==> src/rtl/instr_fifo.sv <==
// Circular queue of fetch bundles between fetch and decode, with an empty-queue bypass into the registered output.
// Output is loaded one cycle after a pop; enqueues while full are dropped.
module instr_fifo #(
  parameter int DEPTH       = 4,
  parameter int WIDTH       = 4,
  parameter int INSTR_W     = 32,
  parameter int AFULL_LEVEL = DEPTH - 1
) (
  input  logic                            i_clk,
  input  logic                            i_rst,
  input  logic                            i_flush,
  input  logic                            i_enqueue,
  input  logic [WIDTH-1:0][INSTR_W-1:0]   i_instrs,
  input  logic                            i_dequeue,
  output logic [WIDTH-1:0][INSTR_W-1:0]   o_instrs,
  output logic                            o_valid,
  output logic                            o_can_enqueue,
  output logic                            o_can_dequeue,
  output logic [$clog2(DEPTH+1)-1:0]      o_count,
  output logic                            o_almost_full
);
  localparam int PW = $clog2(DEPTH);
  localparam int CW = $clog2(DEPTH + 1);
  localparam logic [CW-1:0] DEPTH_C = CW'(DEPTH);
  localparam logic [CW-1:0] AFULL_C = CW'(AFULL_LEVEL);
  localparam logic [PW-1:0] LAST_C  = PW'(DEPTH - 1);

  logic [WIDTH-1:0][INSTR_W-1:0] mem [DEPTH];
  logic [PW-1:0] head, tail;
  logic [CW-1:0] count;
  logic          enq_ok, deq_ok, bypass;

  // Explicit wrap so non-power-of-2 depths work.
  function automatic logic [PW-1:0] ptr_inc(input logic [PW-1:0] p);
    return (p == LAST_C) ? '0 : p + 1'b1;
  endfunction

  assign o_count       = count;
  assign o_can_enqueue = count < DEPTH_C;
  assign o_can_dequeue = (count != '0) | i_enqueue;
  assign o_almost_full = count >= AFULL_C;

  assign enq_ok = i_enqueue & o_can_enqueue;
  assign deq_ok = i_dequeue & o_can_dequeue;
  assign bypass = deq_ok & (count == '0);

  always_ff @(posedge i_clk or posedge i_rst) begin
    if (i_rst) begin
      head     <= '0;
      tail     <= '0;
      count    <= '0;
      o_instrs <= '0;
      o_valid  <= 1'b0;
      for (int i = 0; i < DEPTH; i++) mem[i] <= '0;
    end else if (i_flush) begin
      head     <= '0;
      tail     <= '0;
      count    <= '0;
      o_instrs <= '0;
      o_valid  <= 1'b0;
      for (int i = 0; i < DEPTH; i++) mem[i] <= '0;
    end else begin
      o_valid <= deq_ok;
      if (bypass) begin
        o_instrs <= i_instrs;
      end else begin
        if (deq_ok) begin
          o_instrs <= mem[head];
          head     <= ptr_inc(head);
        end
        if (enq_ok) begin
          mem[tail] <= i_instrs;
          tail      <= ptr_inc(tail);
        end
        if (enq_ok && !deq_ok)      count <= count + 1'b1;
        else if (deq_ok && !enq_ok) count <= count - 1'b1;
      end
    end
  end
endmodule
==> config.mk <==
export PLATFORM = sky130hd
export DESIGN_NAME = instr_fifo
export DESIGN_NICKNAME = d
export VERILOG_FILES = /design/src/rtl/instr_fifo.sv
export SDC_FILE = /design/constraint.sdc
export NUM_CORES = 1
export LEC_CHECK = 0
export CAP_MARGIN = 20
export CORE_MARGIN = 4
export CORE_UTILIZATION = 30
export DETAILED_ROUTE_END_ITERATION = 16
export DONT_BUFFER_PORTS = 1
export PLACE_DENSITY = 0.44
export SYNTH_ARGS = -nofsm -noshare
export SYNTH_HDL_FRONTEND = slang
export SYNTH_SLANG_ARGS = --single-unit
export TNS_END_PERCENT = 100
==> constraint.sdc <==
create_clock -name i_clk -period 26.8 [get_ports i_clk]
set_input_delay 4.02 -clock i_clk [delete_from_list [all_inputs] [get_ports i_clk]]
set_output_delay 4.02 -clock i_clk [all_outputs]
set_load 0.01 [all_outputs]
=== Word-level counts from Yosys, hierarchy flattened ===
Cells that the tools add are included.

* RAM bits: 0
* Word-level logic and storage cells: 81
* Memory bits (read-only): 0
* Output and inout bits: 135
* Bits in latches: 0
* Register bits: 648
* Input bits: 133
* Memories: 0

* Bitwise operators: 6
* Equality and inequality tests: 3
* Multiply operators: 0
* $add $sub $neg: 4
* $lt $le $gt $ge: 5
* Muxes and demuxes: 25
* Divide/modulo/power cells: 0
* Reduce and logical (&&, ||, !) cells: 14
* Shift-type cells: 0

{| class="wikitable"
|+ Operators with widths
! operator !! number
|-
| $mux W512 || 3
|-
| $mux W128 || 6
|-
| $bwmux W512 || 1
|-
| $bmux W128 S2 || 1
|-
| $demux W128 S2 || 1
|-
| $mux W2 || 8
|-
| $mux W3 || 4
|-
| $reduce_bool A3 Y1 || 3
|-
| $ge A3 B3 Y1 const B || 2
|-
| $not A2 Y3 || 2
|-
| $reduce_and A2 Y1 || 3
|-
| $add A2 B1 Y2 const B || 2
|-
| $eq A2 B2 Y1 const B || 2
|-
| $reduce_bool A2 Y1 || 2
|-
| $add A3 B1 Y3 const B || 1
|-
| $and A1 B1 Y1 || 3
|-
| $ge A3 B2 Y1 const B || 1
|-
| $logic_and A1 B1 Y1 || 3
|-
| $logic_not A3 Y1 || 1
|-
| $lt A3 B1 Y1 const B || 1
|-
| $lt A3 B3 Y1 const B || 1
|-
| $sub A3 B1 Y3 const B || 1
|-
| $logic_not A1 Y1 || 2
|-
| $ne A2 B2 Y1 const B || 1
|-
| 2 further kinds || 2
|}

=== Longest topological paths before layout ===
Gate-level depths: netlist (run 1).

* Depth in word-level cells: 9
* Mapped depth: 8
* Mapped depth without buffers: 7

=== Worst setup path after synthesis (run 1) ===
OpenSTA, ideal clock, no wires.

* Kind: input-to-output
* Start: in i_enqueue
* End: out o_can_dequeue
* Required time: 22,780 ps
* Path slack: 18,493 ps
* Cell stages on the path: 1
* Buffers on the path: 0
* Data arrival time: 4,287 ps
* Cells stage by stage: or2_1

* Longest elaborated chain between the ends: 1

{| class="wikitable"
|+ RTL lines
! item !! RTL line !! source
|-
| from (decl) || 12 || <nowiki>input logic i_enqueue,</nowiki>
|-
| $or A1 B1 Y1 || 40 || <nowiki>assign o_can_dequeue = (count != '0) | i_enqueue;</nowiki>
|-
| to (decl) || 18 || <nowiki>output logic o_can_dequeue,</nowiki>
|}

No other way between the ends.

=== Worst setup path after layout (run 1) ===
Ends and elaborated chain as after synthesis.

==> results of run 1 <==
## Yosys cell counts
cell type,n
mux4_2,128
a21boi_0,1
buf_6,8
fa_1,1
inv_1,7
a21oi_2,1
nand2b_1,1
buf_4,10
o22ai_1,87
nor2_1,8
or2_1,2
buf_1,24
o2bb2ai_1,128
dfrtp_1,648
a221oi_1,1
and3_1,4
a21oi_1,516
clkbuf_1,105
ha_1,5
mux2i_1,42
or3_1,2
nand3_1,5
nor2_4,1
buf_2,106
o21ai_0,4
xnor2_1,2
nor2b_1,1
mux2_2,2
nand2_1,1027
or3b_1,1
nand3b_1,1
## metal layers
layer	GRT usage	wire [um]	vias up
li1	-	-	9673
met1	0.246	40600	11355
met2	0.298	45300	676
met3	0.0463	7220	121
met4	0.0493	1880	0
met5	0	0	-
## cell type report
type	instances	share of cell area
clock buffer	117	0.0702
clock inverter	18	0.00532
inverter	7	0.00104
multi-input combinational	1971	0.364
sequential	648	0.500
tap	1276	0.0492
timing repair buffer	38	0.0108
## registers in the layout (all words and copies together) (netlist names)
signal	cells
mem	512
o_instrs	128
o_count	3
head	2
tail	2
o_valid	1
## through the flow
step	hold slack, ns	util	area [um^2]
after floorplan	0.497	-	29100
after global placement	0.505	0.310	29900
after detailed placement	0.512	0.310	29900
after CTS	0.520	0.335	32400
after global routing	0.531	0.336	32500
final	0.517	0.336	32500
## final timing paths
path	endpoint	from	cells after the start	slack (ns)
worst max-delay path	o_can_dequeue	i_enqueue	1	18.46
worst min-delay path	mem[243]$_DFFE_PP0P_	mem[243]$_DFFE_PP0P_	2	0.52
worst max register to register	o_instrs[19]$_DFFE_PP0P_	head[0]$_DFFE_PP0P_	5	22.91
worst min register to register	mem[243]$_DFFE_PP0P_	mem[243]$_DFFE_PP0P_	2	0.52
max in group asynchronous	mem[174]$_DFFE_PP0P_	i_rst	4	21.19
min in group asynchronous	o_instrs[25]$_DFFE_PP0P_	i_rst	1	3.31
## power by group through the flow
stage               clock network (mW)  logic (mW)  registers (mW)
floorplan                            0       0.372            1.11
global placement                     0       0.503            1.14
detailed placement                   0       0.508            1.14
CTS                               1.06       0.509            1.13
global route                      1.10       0.544            1.13
finish                            1.03       0.500            1.12
## kinds of logic (layout without fill, tap and decap cells)
logic type | after synthesis | count (layout)
and+or+nand+nor | 1053 | 1053
muxes | 172 | 172
adders and majority gates | 6 | 6
AOI/OAI and AO/OA | 738 | 738
buffers and inverters | 260 | 180
xor gates and xnor gates | 2 | 2
DFF | 648 | 648
==> summary.txt, run 1 <==
CTS
  • Post-cts resize count: 0
  • CTS tree: built
  • Hold_buf cts: 0
  • CTS Sinks: 648
  • Clk slew on worst S/H paths: 0.06 ns
  • Worst skew pair latency: 0.64 ns
  • Post-CTS setup buffer count: 0
  • Max H-tree Level: 3
  • Num CTS Buffers: 78
  • Worst-case clock buffer depth: 3
  • Clk root buf: clkbuf_16

Cells and area
  • Most frequent cells in the layout: 1027 x nand2_1, 646 x dfrtp_1, 516 x a21oi_1
  • Total Nets Final: 2883
  • Share of layout cells above drive strength 1: 0.106
  • Fill count: 9671
  • Reg area: 0.0162 mm^2
  • Leading cell type in the layout, fill and taps excluded: nand2_1
  • Area of the multi-input gates: 0.0118 mm^2
  • Ant diodes: 0
  • Area grow syn2layout: 11.4%
  • Final std cells w/o fill: 4075

Global route
  • First-pass GRT wire length: 145000 um
  • Initial antenna violation count: 0
  • Largest net degree at the start of global routing: 524
  • Vias in the first global route: 22564
  • Gr ovfl total: 0
  • All-Layer GR Usage: 0.184

Synth
  • XOR/XNOR share of the synthesized area: 0.000601
  • Area leader, netlist: dfrtp_1
  • Largest family of logic cells by synthesized area: compound AO/OA/AOI/OAI gates
  • Post-synthesis simple-gate area fraction: 0.137
  • Mux cell area share after synthesis: 0.114
  • Mean post-synth cell area: 10.1 um^2
  • Synth Cell Area: 0.0291 mm^2
  • Cells after Synth: 2879
  • Seq/Total Area, Yosys: 0.556
  • Synthesis Warnings: 0
  • Post-synthesis compound-gate area fraction: 0.147
  • Syn_nets: 3018
  • Yosys reg bits: 648
  • Unique masters post-synth: 31
  • Largest cells by area after synthesis: dfrtp_1 56%, nand2_1 13%, mux4_2 9.9%, a21oi_1 8.9%, o2bb2ai_1 3.8%
  • Top cell type's share of synthesized area: 0.556
  • Synth Area in Adders: 0.00283

Floorplan
  • I/O pin cnt: 268
  • Die area: 0.102 mm^2
  • Die Height: 320 um
  • Num rows: 114
  • Initial Util: 0.302
  • Core region area: 0.0966 mm^2
  • DIE WIDTH: 320 um

Setup path
  • CP required: 22.78 ns
  • Delay-heaviest family, CP: simple AND/OR/NAND/NOR gates
  • Data arrival, critical path: 4.32 ns
  • CP Class: in2out
  • Critical-path top delay cell: or2_1
  • Slowest stage delay, CP: 0.30 ns
  • CP Capture Type: primary output
  • Critical Path Start Type: input pin
  • Worst Path Buf+Inv: 0
  • Critical-path cell list: or2_1
  • Worst Path Max Fanout: 7

Power
  • Cell area power density: 81.7 mW/mm^2
  • Peak supply drop: 0.0000702 V
  • Register share of total power: 0.424
  • Pint: 1.82 mW
  • Sw frac: 0.313
  • Overall power: 2.65 mW
  • Clk pwr share: 0.388
  • P_sw: 830 uW
  • Leak: 12.9 nW
  • Comb power frac: 0.188

Timing
  • Slew of the pin with the lowest slew margin: 1.27 ns
  • Final setup skew: 0.0264 ns
  • Relative slew margins: 0.152
  • F_max: 0.120 GHz
  • Max Slew Vio Count: 0
  • RSZ-0062 raised after global routing: false
  • Final worst slack: 18.46 ns
  • Minimum clock period: 8.34 ns
  • Fin Setup TNS: 0 ns
  • # setup viols final: 0
  • Tcrit/Tclk final: 0.311
  • Hold Violations, Final: 0

Routing
  • Vias: 21825
  • Post-route ant nets: 0
  • Number of vias per cell: 5.36
  • DRT Pass-1 Iters: 5
  • Drt total wl: 95000 um
  • DRC viols: 0
  • Initial drt markers: 1734
  • Routed length per instance: 23.3 um

Placement
  • # port buffers: 0
  • Dpl ws: 18.46 ns
  • Dpl hpwl: 50200 um
  • Gp weighted congestion: 0.721
  • # placed instances: 3937

Outcome
  • Status: completed

Flow run
  • # Max-Cap Violations: 0

Worst hold path
  • Type of the tightest min-delay check: reg2reg
No activity file was read; power rests on OpenSTA's default activity.
==> inputs of run 2 (changes only) <==
- PLACE_DENSITY: 0.44 -> 0.45
- clock period: 26.8 -> 7.3 ns (I/O delays scaled with it)
==> run 2 against run 1 <==
  * The run now ends with max-slew violations left
  * Die area stayed put
  * First-iteration DRC count is 4.6% higher
  * Core utilization is 0.35 points higher
  * Global-route usage increased by 0.12 points
  * Clock power grew to 4.0 times the previous value
  * Sequential share of layout area is 0.52 points lower
  * Register-to-register slack lost 19 ns
  * Combinational power grew to 3.7 times the previous value
  * Hold slack lost 0.021 ns
  * Largest power group unchanged
  * Highest routed layer unchanged
==> summary.txt, run 2 (synthesized netlist as in run 1, its figures left out) <==
Floorplan
  • Die Height: 320 um
  • Initial Util: 0.302
  • I/O pin cnt: 268
  • DIE WIDTH: 320 um
  • Core region area: 0.0966 mm^2
  • Die area: 0.102 mm^2
  • Num rows: 114

Setup path
  • Worst r2r src: o_count[2]$_DFFE_PP0P_
  • Critical-path cell list: or3_4, or2_1
  • Slowest stage delay, CP: 0.73 ns
  • Delay-heaviest family, CP: simple AND/OR/NAND/NOR gates
  • CP required: 6.20 ns
  • Worst Path Buf+Inv: 0
  • CP Capture Type: primary output
  • Setup crit start: o_count[0]$_DFFE_PP0P_
  • CP Class: reg2out
  • Critical-path top delay cell: or3_4
  • Worst Path Max Fanout: 50
  • Data arrival, critical path: 2.26 ns
  • Critical Path Start Type: register

CTS
  • Post-CTS setup buffer count: 0
  • Post-cts resize count: 0
  • Worst skew pair latency: 0.64 ns
  • Hold_buf cts: 0
  • CTS Sinks: 648
  • Worst-case clock buffer depth: 3
  • Max H-tree Level: 3
  • Clk slew on worst S/H paths: 0.06 ns
  • Num CTS Buffers: 79
  • CTS tree: built
  • Clk root buf: clkbuf_16

Global route
  • Initial antenna violation count: 1
  • All-Layer GR Usage: 0.185
  • Gr ovfl total: 0
  • Met1 Usage GRT: 0.248
  • GRT busiest layer: met2
  • Routing usage on met2: 0.299
  • Met3 Track Usage GR: 0.0462
  • First-pass GRT wire length: 147000 um
  • Largest net degree at the start of global routing: 524
  • Vias in the first global route: 22883

Routing
  • Vias: 21829
  • Routed length per instance: 23.5 um
  • Number of vias per cell: 5.35
  • DRC viols: 0
  • Post-route ant nets: 0
  • Drt total wl: 95700 um
  • DRT Pass-1 Iters: 7
  • Initial drt markers: 1813

Timing
  • Minimum clock period: 3.36 ns
  • F_max: 0.298 GHz
  • Relative slew margins: -0.248
  • Slew of the pin with the lowest slew margin: 1.87 ns
  • Max Slew Vio Count: 216
  • Tcrit/Tclk final: 0.460
  • Hold Violations, Final: 0
  • Fin Setup TNS: 0 ns
  • RSZ-0062 raised after global routing: false
  • # setup viols final: 0
  • Final setup skew: 0.0208 ns

Placement
  • Gp weighted congestion: 0.743
  • Post-DP Area: 0.0300 mm^2
  • # port buffers: 0
  • Dpl hpwl: 50000 um

Outcome
  • Failing checks: max-slew violations
  • Status: complete, but fails checks

Cells and area
  • Reg area: 0.0162 mm^2
  • Total Nets Final: 2875
  • Most frequent cells in the layout: 1027 x nand2_1, 646 x dfrtp_1, 516 x a21oi_1
  • Max reg flops: 512
  • Fill count: 9631
  • Top reg by flops: mem
  • Leading cell type in the layout, fill and taps excluded: nand2_1
  • Fin area: 0.0328 mm^2
  • Share of layout cells above drive strength 1: 0.110
  • Ant diodes: 0
  • Area of the multi-input gates: 0.0118 mm^2
  • Area grow syn2layout: 12.6%

Power
  • Cell area power density: 308 mW/mm^2
  • Peak supply drop: 0.000288 V
  • Leak: 13.0 nW

Flow run
  • # Max-Cap Violations: 0

Worst hold path
  • Type of the tightest min-delay check: in2async
run 2: changes by cell type in the layout (fill, tap and decap cells not counted), sizes merged:
cell / delta
clkinvlp: +2
bufinv: +5
clkinv: +11
buf: -9
clkbuf: -1
inv: -5
run 2: worst reg2reg max path, delay by kind of cell, from the launching register on:
family	cells	cell delay, ns
compound gates	1	0.07
simple gates	3	1.87
flops	1	0.47
buf+inv	1	0.70
run 2: cell type report:
cell class | instances | area share
clock inverter | 31 | 0.0110
timing repair buffer | 29 | 0.0117
multi-input combinational | 1971 | 0.360
tap | 1276 | 0.0487
sequential | 648 | 0.495
clock buffer | 116 | 0.0732
inverter | 7 | 0.000916
run 2: metrics by stage:
stage | instances | utilization | total power [mW] | hold slack [ns] | setup slack, ns
after floorplan | 2879 | - | 5.45 | 0.497 | -2.65
after global placement | 3929 | 0.310 | 6.03 | 0.504 | 3.50
after detailed placement | 3929 | 0.310 | 6.07 | 0.512 | 3.41
after CTS | 4076 | 0.339 | 10.3 | 0.471 | 3.65
after global routing | 4078 | 0.340 | 10.6 | 0.530 | 3.81
final | 4078 | 0.340 | 10.1 | 0.496 | 3.94
run 2: report_power, final:
part | leakage, nW | total (mW) | internal, mW | switching (mW)
combinational | 2.70 | 1.83 | 0.616 | 1.22
clock | 1.37 | 4.14 | 2.53 | 1.61
sequential | 8.96 | 4.15 | 3.86 | 0.285
run 2: path summary, 6_finish.rpt:
check	endpoint	slack, ns	cells after the start
max in group asynchronous	head[1]$_DFFE_PP0P_	4.75	3
worst min register to register	mem[298]$_DFFE_PP0P_	0.52	2
worst min-delay path	mem[358]$_DFFE_PP0P_	0.50	1
min in group i_clk	mem[298]$_DFFE_PP0P_	0.52	2
worst max-delay path	o_can_dequeue	3.94	2
worst max register to register	mem[28]$_DFFE_PP0P_	3.99	5
run 2: routing by layer:
layer	vias up	routed length, um
li1	9647	-
met1	11310	40500
met2	744	45700
met3	128	7700
met4	0	1770
met5	-	0
